## config.mk

```make
export PLATFORM = sky130hd
export DESIGN_NAME = shift_arbiter
export DESIGN_NICKNAME = d
export VERILOG_FILES = /design/src/rtl/shift_arbiter.sv
export SDC_FILE = /design/constraint.sdc
export NUM_CORES = 1
export LEC_CHECK = 0
export ABC_AREA = 1
export BUFFER_PORTS_ARGS = -buffer_cell sky130_fd_sc_hd__buf_2
export CELL_PAD_IN_SITES_DETAIL_PLACEMENT = 1
export CELL_PAD_IN_SITES_GLOBAL_PLACEMENT = 2
export CORE_MARGIN = 2
export CORE_UTILIZATION = 15
export DETAILED_ROUTE_END_ITERATION = 6
export GPL_ROUTABILITY_DRIVEN = 0
export PLACE_DENSITY = 0.78
export SLEW_MARGIN = 40
export SYNTH_ARGS = -nofsm -noshare
export SYNTH_HDL_FRONTEND = slang
export SYNTH_SLANG_ARGS = --single-unit
```

## constraint.sdc

```tcl
create_clock -name clk -period 1.3 [get_ports clk]
set_input_delay 0.065 -clock clk [delete_from_list [all_inputs] [get_ports clk]]
set_output_delay 0.065 -clock clk [all_outputs]
set_load 0.1 [all_outputs]
```

## src/rtl/shift_arbiter.sv

```systemverilog
// rtl/shift_arbiter.sv - two-requester arbiter sharing one external barrel shifter
module shift_arbiter #(
    parameter int FIXED_PRIO = 0,
    parameter int SA_BITS    = 5
) (
    input  logic        clk,
    input  logic        clrn,
    input  logic        r0_valid,
    output logic        r0_ready,
    input  logic [31:0] r0_d,
    input  logic [31:0] r0_sa,
    input  logic        r0_right,
    input  logic        r0_arith,
    input  logic        r1_valid,
    output logic        r1_ready,
    input  logic [31:0] r1_d,
    input  logic [31:0] r1_sa,
    input  logic        r1_right,
    input  logic        r1_arith,
    output logic [31:0] sh_d,
    output logic [31:0] sh_sa,
    output logic        sh_right,
    output logic        sh_arith,
    input  logic [31:0] sh_result,
    output logic        out_valid,
    input  logic        out_ready,
    output logic [31:0] out_result,
    output logic        out_src,
    output logic [7:0]  busy_cnt
);

    localparam logic [31:0] SA_MASK = (SA_BITS >= 32) ? 32'hFFFF_FFFF
                                                      : ((32'd1 << SA_BITS) - 32'd1);

    logic        out_valid_q, out_valid_d;
    logic [31:0] out_result_q, out_result_d;
    logic        out_src_q, out_src_d;
    logic [7:0]  busy_cnt_q, busy_cnt_d;
    logic        last_gnt_q, last_gnt_d;

    logic free;
    logic both;
    logic gnt;
    logic accept;

    always_comb begin
        free = !out_valid_q | out_ready;
        both = r0_valid & r1_valid;
        gnt  = 1'b0;
        if (both) begin
            gnt = (FIXED_PRIO != 0) ? 1'b0 : ~last_gnt_q;
        end else if (r1_valid) begin
            gnt = 1'b1;
        end
        // Readies are gated by clrn so nothing is accepted while reset is held.
        r0_ready = clrn & free & ~gnt & r0_valid;
        r1_ready = clrn & free &  gnt & r1_valid;
        accept   = r0_ready | r1_ready;
    end

    always_comb begin
        if (gnt) begin
            sh_d     = r1_d;
            sh_sa    = r1_sa & SA_MASK;
            sh_right = r1_right;
            sh_arith = r1_arith;
        end else begin
            sh_d     = r0_d;
            sh_sa    = r0_sa & SA_MASK;
            sh_right = r0_right;
            sh_arith = r0_arith;
        end
    end

    always_comb begin
        out_valid_d  = out_valid_q;
        out_result_d = out_result_q;
        out_src_d    = out_src_q;
        last_gnt_d   = last_gnt_q;
        busy_cnt_d   = busy_cnt_q;
        if (accept) begin
            out_valid_d  = 1'b1;
            out_result_d = sh_result;
            out_src_d    = gnt;
            if (both) begin
                last_gnt_d = gnt;
            end
        end else if (out_valid_q & out_ready) begin
            out_valid_d = 1'b0;
        end
        if ((r0_valid | r1_valid) & !free & (busy_cnt_q != 8'hFF)) begin
            busy_cnt_d = busy_cnt_q + 8'd1;
        end
    end

    always_ff @(posedge clk or negedge clrn) begin
        if (!clrn) begin
            out_valid_q  <= 1'b0;
            out_result_q <= 32'd0;
            out_src_q    <= 1'b0;
            busy_cnt_q   <= 8'd0;
            last_gnt_q   <= 1'b1;
        end else begin
            out_valid_q  <= out_valid_d;
            out_result_q <= out_result_d;
            out_src_q    <= out_src_d;
            busy_cnt_q   <= busy_cnt_d;
            last_gnt_q   <= last_gnt_d;
        end
    end

    assign out_valid  = out_valid_q;
    assign out_result = out_result_q;
    assign out_src    = out_src_q;
    assign busy_cnt   = busy_cnt_q;

endmodule

```

Yosys cells after proc, flatten, opt, wreduce, memory -nomap -nowiden
Index checks and enable logic that the tools add are counted.
{ "totals": {"inputBits": 169, "wordCells": 33, "out_inout_bits": 110, "reg_bits": 43} }
{ "op_classes": {"n_reduce_logical": 4, "n_eq_ne": 1, "muxes": 8, "add_sub_neg": 1, "n_bitwise": 14} }
{ "op_table": {"columns": ["cell", "n"], "rows": [
  ["$mux W32", 1],
  ["$and A1 B1 Y1", 9],
  ["$add A8 B1 Y8 const B", 1],
  ["$ne A8 B8 Y1 const B", 1],
  ["$mux W1", 6],
  ["$mux W5", 1],
  ["$or A1 B1 Y1", 3],
  ["$logic_not A1 Y1", 2],
  ["$not A1 Y1", 2],
  ["$reduce_and A2 Y1", 1],
  ["$reduce_bool A2 Y1", 1]
]} }

Logic depth before layout (Yosys ltp)
Gate-level depths: netlist of the first run.
{ "logic_depth": {"word_depth": 7, "ltp_mapped": 8, "depth_no_buf": 8} }

Worst setup path after synthesis of the first run
OpenSTA, ideal clock, no wires.
{ "synth_timing": {"path_type": "register to output", "startpoint": "reg out_valid_q, in the netlist out_valid", "endpoint": "out r0_ready", "arrival_time_ns": 2.380, "t_required_ns": 1.235, "path_stages_with_launch": 4, "path_buffers": 0, "path_slack_ns": -1.145, "cell_sequence": "dfrtp_1 -> nand2_2 -> nand2_2 -> nor2_1"} }
{ "synth_between": {"elab_chain_len": 5} }
{ "synth_rtl": {"columns": ["item", "line_no", "source"], "rows": [
  ["start, declared", "35", "logic out_valid_q, out_valid_d;"],
  ["start signal, assigned", "104", "out_valid_q <= out_valid_d;"],
  ["$logic_not A1 Y1", "47", "free = !out_valid_q | out_ready;"],
  ["$or A1 B1 Y1", "47", null],
  ["$and A1 B1 Y1 (3 in a row)", "56", "r0_ready = clrn & free & ~gnt & r0_valid;"],
  ["end, declared", "9", "output logic r0_ready,"]
]} }
No other way between the ends.

Final worst setup path of the first run
{ "layout_timing": {"startpoint": "reg last_gnt_q", "endpoint": "out sh_d[25]"} }
{ "layout_between": {"elab_chain_len": 3} }
{ "layout_rtl": {"columns": ["item", "line_no", "source"], "rows": [
  ["start, declared", "39", "logic last_gnt_q, last_gnt_d;"],
  ["start signal, assigned", "108", "last_gnt_q <= last_gnt_d;"],
  ["$not A1 Y1", "51", "gnt = (FIXED_PRIO != 0) ? 1'b0 : ~last_gnt_q;"],
  ["$mux W1", "50", "if (both) begin"],
  ["$mux W32", "62", "if (gnt) begin"],
  ["end, declared", "20", "output logic [31:0] sh_d,"]
]} }
No other way between the ends.

==> results of run 1 <==
-- tightest hold or removal path: stages --
cell     delay (ps)
buf_2           150
nand3_1         120
o21ai_0          90
-- placed cells by master (no fill, tap or decap) --
cell type	Yosys	final
nand2_1	249	157
nand3_1	6	6
inv_1	7	5
bufinv_16	0	1
clkbuf_1	0	2
nand4_1	2	2
buf_6	3	3
dlygate4sd3_1	0	33
ha_4	0	1
dfrtp_2	0	5
nand2_2	4	46
nor2_4	3	5
inv_2	4	2
nand2_8	0	2
clkinvlp_4	0	1
nor2_2	1	1
inv_12	0	1
buf_12	0	47
conb_1	1	27
xnor2_1	1	1
xor2_1	2	2
clkbuf_16	0	10
dfrtp_1	42	33
buf_8	0	3
nor2_1	6	4
nand2_4	1	49
o21ai_0	2	2
dfrtp_4	0	4
buf_4	30	11
inv_8	0	2
dfstp_2	1	1
buf_2	8	153
-- synthesized netlist by cell type --
master and count:
xnor2_1 1, buf_2 8, nor2_4 3, buf_4 30
o21ai_0 2, inv_1 7, dfrtp_1 42, nand2_2 4
dfstp_2 1, nand3_1 6, xor2_1 2, nand2_1 249
conb_1 1, inv_2 4, nor2_2 1, nand4_1 2
ha_1 1, nand2_4 1, nor2_1 6, buf_6 3
-- worst max-delay path by stage --
stage	start	endpoint	slack, ps	depth (start not counted)
after floorplan	last_gnt_q	r0_ready	-160	5
after global placement	out_valid	r1_ready	-20	6
after global routing	last_gnt_q	sh_d[27]	-380	6
after CTS	last_gnt_q	sh_right	-340	7
after detailed placement	last_gnt_q	sh_d[31]	-50	7
final	last_gnt_q	sh_d[25]	-320	7
-- sequential cells by signal (all words and copies together) (netlist names) --
name	count
out_valid	1
last_gnt_q	1
busy_cnt	8
out_src	1
out_result	32
-- cell type report --
type,instances,area (um2),area share [%]
repair buffers,255,2323,40.88
clock inverters,1,30.03,0.5283
flip-flops and latches,43,1099,19.33
multi-input cells,305,1752,30.82
well taps,220,275.3,4.843
clock buffers,7,132.6,2.333
inverters,11,72.57,1.277
-- through the flow --
step	hold slack [ps]	utilization, %
finish	160.6	34.28
global route	155.9	34.28
CTS	7.250	32.22
detailed placement	270.4	28.72
global placement	264.8	28.72
floorplan	-230.6	-
-- metal layers --
| layer | vias up | routed length (um) | track usage [%] | part of all wire, % |
|---|---|---|---|---|
| li1 | 1558 | - | - | - |
| met1 | 1573 | 4427 | 12.60 | 38 |
| met2 | 99 | 6583 | 22.70 | 56 |
| met3 | 14 | 527 | 2.494 | 4.5 |
| met4 | 0 | 216 | 3.333 | 1.8 |
| met5 | - | 0 | 0 | 0 |
-- timing repair --
item / 4_1_cts / 5_1_grt
hold endpoints to repair: 73 / 1
gates cloned: 0 / 6
hold buffers: 32 / 1
pin swaps: 2 / 11
resized for setup: 34 / 49
buffers inserted: 0 / 6
endpoints found under the setup margin: 76 / 80
-- cell families after synthesis --
logic type      Yosys count
fa+ha+maj                 1
other cells               1
flops                    43
compound gates            2
xor+xnor                  3
buf+inv                  52
simple gates            272
-- power groups by stage --
stage	Sequential, uW	Combinational [uW]	Clock, uW
finish	1810	5700	1430
global route	1850	5910	1530
CTS	1810	5520	1490
detailed placement	1830	5380	0
global placement	1810	5310	0
floorplan	3520	2250	0
==> flow_summary.toml, run 1 <==
[run_status]
status = "finished, violations left"
violations = "negative setup slack"

[global_routing]
grt_pass1_vias = 3452
antenna_found_initial = 0
grt_max_degree = 44
overflow = 0
grt_pass1_wl_mm = 16.88
gr-usage-all-layers_pct = 11.68

[detailed_routing]
wl_per_cell_um = 13.96
first_pass_iters = 4
via_per_inst = 3.853
antenna_left = 0
drt-total-wl_mm = 11.76
drtIter0Drc = 65
num_vias = 3244
drcViolationCount = 0

[worst_setup_path]
slowest_delay_ps = 550
reg2reg_from = "out_valid"
endpoint_kind = "output port"
rrSetupSlack_ps = 40
crit_buf_inv = 3
worstPathCellList = "nand2_4 > nand2_8 > inv_8 > clkbuf_16 > nand2_2 > nand2_4 > buf_12"
crit_required_ps = 1240
rr_worst_depth = 8
regToRegEndpoint = "out_result[0]"
critical_path.top_delay_family = "flip-flops"
critical_path.max_fanout = 7
cp_common_cell = "nand2_4"
startpoint_type = "flip-flop"
crit_type = "flip-flop to output port"
slowest_stage = "dfstp_2"
worstPathArrival_ps = 1550

[floorplan]
rows = 47
fp.dieW_um = 134.3
core_area_um2 = 16580
die_y_um = 134.3
io-pin-count = 279
dieArea_um2 = 18030
start_util_pct = 15.35

[clock_tree]
cts_root_buf = "clkbuf_16"
clk_latency_ps = 280
clock-sinks = 43
clk_pin_slew_ps = 60
clock_path_buffers = 2
cts_buffers = 5
h-tree-depth = 2
cts_tree = "yes"

[hold_path]
min_from = "r0_valid"
hold_path_end = "last_gnt_q"
hold_class = "primary input to flip-flop"
hold_path_depth = 3

[timing]
grt_setup_unrepaired = "true"
max_clock_freq_mhz = 617.3
setup_ws_ps = -319.9
final_max_slew_viol_count = 0
slew_headroom_pct = 60.19
finalSetupViolations = 41
skew_ps = 7.665
fin_setup_tns_ps = -12240
hold_viol = 0
period_needed_ps = 1620
period_share_pct = 124.6
worst_pin_slew_ps = 597.1

[cells_and_area]
final_area_um2 = 5684
final_nets = 791
drive_gt1_share_pct = 55.95
fillers = 1995
fin_cells = 842
area_growth_pct = 123.2
n_antenna_cell = 0

[logic_synthesis]
seq_area_frac_synth_pct = 42.31
synth_top_area_share_pct = 41.28
synthXorXnorAreaFrac_pct = 1.032
syn_inst = 374
yosys-mux-area-fraction_pct = 0
yosys.area.top_type = "dfrtp_1"
postSynthAreaPerCell_um2 = 6.808
synthAdderAreaFrac_pct = 0.4914
synth_compound_area_share_pct = 0.3931
yosysWarningCount = 0
synthDistinctLibCells = 20
synthSimpleGateAreaFrac_pct = 42.26
ys_top_cells_by_area = "dfrtp_1 41%, nand2_1 37%, buf_4 8.8%, buf_2 1.6%, buf_6 1.3%"
synth_seq_cells = 43
synth_top_family_by_area = "simple AND/OR/NAND/NOR gates"
synth_area_um2 = 2546

[placement]
placed_cells = 790
pre_cts_ws_ps = -53.31
portBuffers = 197
dpl_cell_area_um2 = 4762
place_hpwl_mm = 8.546

[power]
power_frac_comb_pct = 63.8
total_power_uw = 8934
p_per_area_nw_per_um2 = 1572
peakVddDrop_v = 0.0009323
leakage_uw = 0.002997
p_switching_uw = 4911
intPower_uw = 4024
switching_share_pct = 54.97
p_clk_share_pct = 16.0
p_seq_share_pct = 20.3

[job]
max-cap-violations = 0
No activity file was read; power rests on OpenSTA's default activity.
==> run 2: changes to the inputs <==
--- a/config.mk
+++ b/config.mk
@@ -10,10 +10,10 @@
 export CELL_PAD_IN_SITES_DETAIL_PLACEMENT = 1
 export CELL_PAD_IN_SITES_GLOBAL_PLACEMENT = 2
 export CORE_MARGIN = 2
-export CORE_UTILIZATION = 15
+export CORE_UTILIZATION = 16
 export DETAILED_ROUTE_END_ITERATION = 6
 export GPL_ROUTABILITY_DRIVEN = 0
-export PLACE_DENSITY = 0.78
+export PLACE_DENSITY = 0.83
 export SLEW_MARGIN = 40
 export SYNTH_ARGS = -nofsm -noshare
 export SYNTH_HDL_FRONTEND = slang
==> constraint.sdc (replaced) <==
create_clock -name clk -period 1.9 [get_ports clk]
set_input_delay 0.095 -clock clk [delete_from_list [all_inputs] [get_ports clk]]
set_output_delay 0.095 -clock clk [all_outputs]
set_load 0.1 [all_outputs]
==> run 2 against run 1 <==
Effect of this change: the run now ends clean; critical path depth did not move; hold slack got worse by 150 ps; routed wire length down 21%; clock skew decreased by 3.3 ps; utilization down 5.8 points; critical path type unchanged; largest cell class unchanged; largest power group unchanged.
==> flow_summary.toml, run 2 (synthesis gave the netlist of run 1 again) <==
[cells_and_area]
final_cell_mix = "249 x nand2_1, 156 x buf_2, 41 x buf_12"
largest_reg_flops = 32
drive_gt1_share_pct = 40.17
final_nets = 744
final_common_cell = "nand2_1"
area_growth_pct = 75.72
fin_util_pct = 28.48
n_antenna_cell = 0

[detailed_routing]
wl_per_cell_um = 11.72
num_vias = 2892
drcViolationCount = 0
antenna_left = 0
drtIter0Drc = 117
drt-total-wl_mm = 9.271
via_per_inst = 3.656
first_pass_iters = 4

[worst_setup_path]
worstPathArrival_ps = 1640
startpoint_type = "flip-flop"
endpoint_kind = "output port"
rrSetupSlack_ps = 520
crit_required_ps = 1800
crit_type = "flip-flop to output port"
critical_path.max_fanout = 23

[timing]
skew_ps = 4.328
fin_setup_tns_ps = 0
max_clock_freq_mhz = 576.1
grt_setup_unrepaired = "false"
final_max_slew_viol_count = 0
worst_pin_slew_ps = 623.7
setup_ws_ps = 164.3
hold_viol = 0
period_share_pct = 91.35
slew_headroom_pct = 58.36
finalSetupViolations = 0
period_needed_ps = 1736

[clock_tree]
clock_path_buffers = 2
clk_latency_ps = 290
cts_buffers = 5
cts_setup_buffers = 0
clock-sinks = 43
clk_pin_slew_ps = 60
h-tree-depth = 2
cts_root_buf = "clkbuf_16"
cts_tree = "yes"

[placement]
portBuffers = 197
place_hpwl_mm = 7.399
pre_cts_ws_ps = 337.1

[floorplan]
die_y_um = 130.2
core_area_um2 = 15710
start_util_pct = 16.20
io-pin-count = 279
fp.dieW_um = 130.2
rows = 46
dieArea_um2 = 16940

[power]
power_frac_comb_pct = 62.2
switching_share_pct = 57.77
intPower_uw = 2291
leakage_uw = 0.002555
p_switching_uw = 3134
p_clk_share_pct = 15.6
p_seq_share_pct = 22.2
p_per_area_nw_per_um2 = 1212
peakVddDrop_v = 0.0006548
total_power_uw = 5425

[global_routing]
overflow = 0
grt_pass1_wl_mm = 13.94
grt_max_degree = 44
antenna_found_initial = 1
grt_pass1_vias = 2813
gr-usage-all-layers_pct = 10.36

[job]
max-cap-violations = 0

[hold_path]
hold_class = "primary input to flip-flop"

[run_status]
status = "complete, no violations"
## run 2: cell count changes in the layout (fill, tap and decap cells not counted), moves of 6 or more
| cell | change |
|---|---|
| nand2_1 | +92 |
| nand2_4 | -48 |
| nand2_2 | -42 |
| dlygate4sd3_1 | -29 |
| buf_12 | -6 |
| dfrtp_1 | +6 |
## run 2: path summary, 6_finish.rpt
check                          startpoint              to  cells after the start
min                         sh_result[10]  out_result[10]                      3
min reg2reg                out_result[26]  out_result[26]                      2
min in group asynchronous            clrn   out_result[0]                      3
max                            last_gnt_q         sh_d[9]                      7
max reg2reg                     out_valid  out_result[20]                      6
max in group asynchronous            clrn     busy_cnt[0]                      3
## run 2: cell type report
type	count	area [um2]
Clock buffer	5	125.1
Clock inverter	3	15.01
Fill cell	1976	11240
Inverter	11	47.55
Multi-Input combinational cell	305	1234
Sequential cell	43	1081
Tap cell	216	270.3
Timing Repair Buffer	208	1702
## run 2: power groups by stage
stage | registers, uW | clock network, uW | logic, uW
after floorplan | 2370 | 0 | 1390
after CTS | 1210 | 884 | 3400
after global placement | 1220 | 0 | 3370
after detailed placement | 1220 | 0 | 3390
final | 1210 | 846 | 3370
after global routing | 1230 | 923 | 3520
## run 2: per-layer routing
layer  vias up  track usage, %  routed length, um
met4         0           3.163                161
met3        11           2.214                495
li1       1466               -                  -
met1      1321           12.11               3677
met2        94           18.94               4936
met5         -               0                  0
## run 2: stage by stage
step / std cells / area (um2) / hold slack, ps
after global placement: 779 / 4284 / 279.9
after CTS: 791 / 4464 / 1.359
after global routing: 791 / 4474 / 6.154
after floorplan: 400 / 2659 / -200.6
final: 791 / 4474 / 7.589
after detailed placement: 779 / 4284 / 282.1
## run 2: what timing repair did
| item | 4_1_cts | 5_1_grt |
|---|---|---|
| setup endpoints to repair | 0 | 34 |
| hold buffers | 4 | 0 |
| endpoints found under the hold margin | 45 | 0 |
| gates resized for setup | 0 | 4 |
## run 2: worst max-delay path, stage by stage (launching register included)
cell and delay (ps):
dfstp_2 530, nand2_1 50, nand2_2 110, inv_4 120
buf_4 190, nand2_1 60, nand2_1 90, buf_12 180
==> run 3: changes to the inputs <==
--- a/config.mk
+++ b/config.mk
@@ -5,15 +5,14 @@
 export SDC_FILE = /design/constraint.sdc
 export NUM_CORES = 1
 export LEC_CHECK = 0
-export ABC_AREA = 1
 export BUFFER_PORTS_ARGS = -buffer_cell sky130_fd_sc_hd__buf_2
 export CELL_PAD_IN_SITES_DETAIL_PLACEMENT = 1
 export CELL_PAD_IN_SITES_GLOBAL_PLACEMENT = 2
 export CORE_MARGIN = 2
-export CORE_UTILIZATION = 16
+export CORE_UTILIZATION = 18
 export DETAILED_ROUTE_END_ITERATION = 6
 export GPL_ROUTABILITY_DRIVEN = 0
-export PLACE_DENSITY = 0.83
+export PLACE_DENSITY = 0.82
 export SLEW_MARGIN = 40
 export SYNTH_ARGS = -nofsm -noshare
 export SYNTH_HDL_FRONTEND = slang
==> run 3 against run 2 <==
Effect of this change: maximum frequency is 5.6% lower; synthesized cell count fell by 49%; die area fell by 15%; critical path depth down 3; worst setup slack worse by 100 ps; hold slack gained 35 ps; count of clock-buffer cells in the layout grew 1; sequential power is 7% higher; global-route usage down 0.24 points; combinational power grew 9.8%.
==> flow_summary.toml, run 3 <==
[floorplan]
fp.dieW_um = 120.0
start_util_pct = 18.36
die_y_um = 120.0
core_area_um2 = 13190
io-pin-count = 279
rows = 42
dieArea_um2 = 14390

[placement]
portBuffers = 197
place_hpwl_mm = 6.434
pre_cts_ws_ps = 253.7

[timing]
period_needed_ps = 1839
max_clock_freq_mhz = 543.8
grt_setup_unrepaired = "false"
skew_ps = 7.025
hold_viol = 0
fin_setup_tns_ps = 0
period_share_pct = 96.78
setup_ws_ps = 61.13
finalSetupViolations = 0
final_max_slew_viol_count = 0

[power]
peakVddDrop_v = 0.0005522
switching_share_pct = 57.18
intPower_uw = 2607
p_clk_share_pct = 18.0
total_power_uw = 6089
p_per_area_nw_per_um2 = 1564
p_seq_share_pct = 21.3
p_switching_uw = 3482
leakage_uw = 0.001935
power_frac_comb_pct = 60.7

[worst_setup_path]
critical_path.max_fanout = 41
worstPathArrival_ps = 1740
slowest_delay_ps = 380
crit_type = "flip-flop to output port"
endpoint_kind = "output port"
critical_path.top_delay_family = "buffers and inverters"
slowest_stage = "dfstp_2"
worstPathCellList = "a21boi_4 > buf_12 > mux2_2 > clkbuf_4"
crit_required_ps = 1800
crit_buf_inv = 2
rrSetupSlack_ps = 240
startpoint_type = "flip-flop"

[clock_tree]
clock_path_buffers = 2
clk_latency_ps = 280
h-tree-depth = 2
cts_buffers = 5
cts_root_buf = "clkbuf_16"
clock-sinks = 43
cts_setup_buffers = 0
cts_tree = "yes"
clk_pin_slew_ps = 60

[logic_synthesis]
seq_area_frac_synth_pct = 44.50
synthDistinctLibCells = 27
synth-async-reset-ratio_pct = 100.0
synth_top_area_share_pct = 43.41
synth_edf_count = 0
yosysWarningCount = 0
synth_ff_type = "dfrtp_1"
syn_inst = 191
postSynthAreaPerCell_um2 = 12.68
yosysMostFrequentCell = "mux2_2"
synth_seq_cells = 43
ys_top_cells_by_area = "dfrtp_1 43%, mux2_2 34%, buf_4 8.4%, xnor2_1 1.4%, nand2_1 1.4%"
synth_area_um2 = 2421
yosys.area.top_type = "dfrtp_1"
ys_top_cells_by_count = "73 x mux2_2, 42 x dfrtp_1, 27 x buf_4"

[run_status]
status = "complete, no violations"

[cells_and_area]
n_antenna_cell = 0
drive_gt1_share_pct = 75.26
largest_reg_flops = 32
final_nets = 561
final_cell_mix = "157 x buf_2, 73 x mux2_2, 37 x clkbuf_4"
final_common_cell = "buf_2"
area_growth_pct = 60.83

[global_routing]
grt_pass1_vias = 2270
grt_max_degree = 45
grt_pass1_wl_mm = 11.59
overflow = 0
antenna_found_initial = 0
gr-usage-all-layers_pct = 10.12

[detailed_routing]
num_vias = 2154
drt-total-wl_mm = 7.871
drtIter0Drc = 42
wl_per_cell_um = 13.86
drcViolationCount = 0
via_per_inst = 3.792
first_pass_iters = 4
antenna_left = 0

[hold_path]
hold_class = "primary input to flip-flop"

[job]
max-cap-violations = 0
-- run 3: cell count changes after synthesis, moves of 3 or more --
cell / delta
and3_1: +3
nand2_1: -240
buf_2: -4
inv_2: -4
buf_4: -3
inv_1: -6
nor2_1: -3
nand2_2: -4
xnor2_1: +3
nor2_4: -3
mux2_2: +73
-- run 3: kinds of logic (layout without fill, tap and decap cells) --
| family | Yosys count | count (layout) | share of synthesized area (%) |
|---|---|---|---|
| buffers and inverters | 35 | 210 | 10.75 |
| and+or+nand+nor | 28 | 28 | 6.408 |
| xor gates and xnor gates | 4 | 4 | 1.447 |
| AOI/OAI and AO/OA | 4 | 4 | 1.344 |
| adders and majority gates | 1 | 1 | 0.5167 |
| muxes | 75 | 75 | 34.88 |
| DFF | 43 | 43 | 44.50 |
| other | 1 | 27 | 0.1549 |
-- run 3: worst paths after layout --
kind | start | end | depth (start not counted)
hold reg to reg | out_src | out_src | 1
hold / removal | sh_result[7] | out_result[7] | 2
setup reg to reg | busy_cnt[0] | busy_cnt[6] | 5
setup / recovery | last_gnt_q | sh_d[4] | 4
min in group asynchronous | clrn | busy_cnt[7] | 3
max in group asynchronous | clrn | busy_cnt[1] | 3
-- run 3: area by class of cell --
class                      count  area (um2)
clock buffer                   6       128.9
inverter                       1       3.754
clock inverter                 2       60.06
sequential                    43        1092
fill                        1557        9296
multi-input combinational    139        1204
tap                          176       220.2
timing repair buffer         201        1185
-- run 3: metal layers --
metal  track usage, %  wire length, um  up-vias
met1            10.87             2792     1070
met5                0                0        -
met3            1.806              310        4
met2            20.13             4699       69
li1                 -                -     1011
met4            2.426               69        0
-- run 3: worst register-to-register path: cells and delay by family, from the launching register on --
kind	cells	cell delay (ps)
adder cells (fa/ha/maj)	1	170
AND/OR/NAND/NOR	3	590
flip-flops	1	430
multiplexers	1	350
-- run 3: through the flow --
step           instances  util, %  instance area [um2]  hold slack [ps]
5_1_grt              568    29.52                 3894            34.20
3_3_place_gp         559    27.28                 3598            228.3
6_report             568    29.52                 3894            42.52
2_1_floorplan        217        -                 2541           -200.6
4_1_cts              568    28.79                 3797            33.61
3_5_place_dp         559    27.28                 3598            235.4
-- run 3: repair_timing --
action	in CTS	in global routing
resized for setup	0	38
endpoints found under the hold margin	42	0
hold buffers	1	0
setup endpoints to repair	0	38
-- run 3: power groups by stage --
stage	Clock [uW]	Combinational [uW]	Sequential, uW
2_1_floorplan	0	1690	2700
3_3_place_gp	0	3620	1300
3_5_place_dp	0	3660	1320
4_1_cts	1140	3660	1300
5_1_grt	1170	3800	1330
6_report	1100	3700	1300
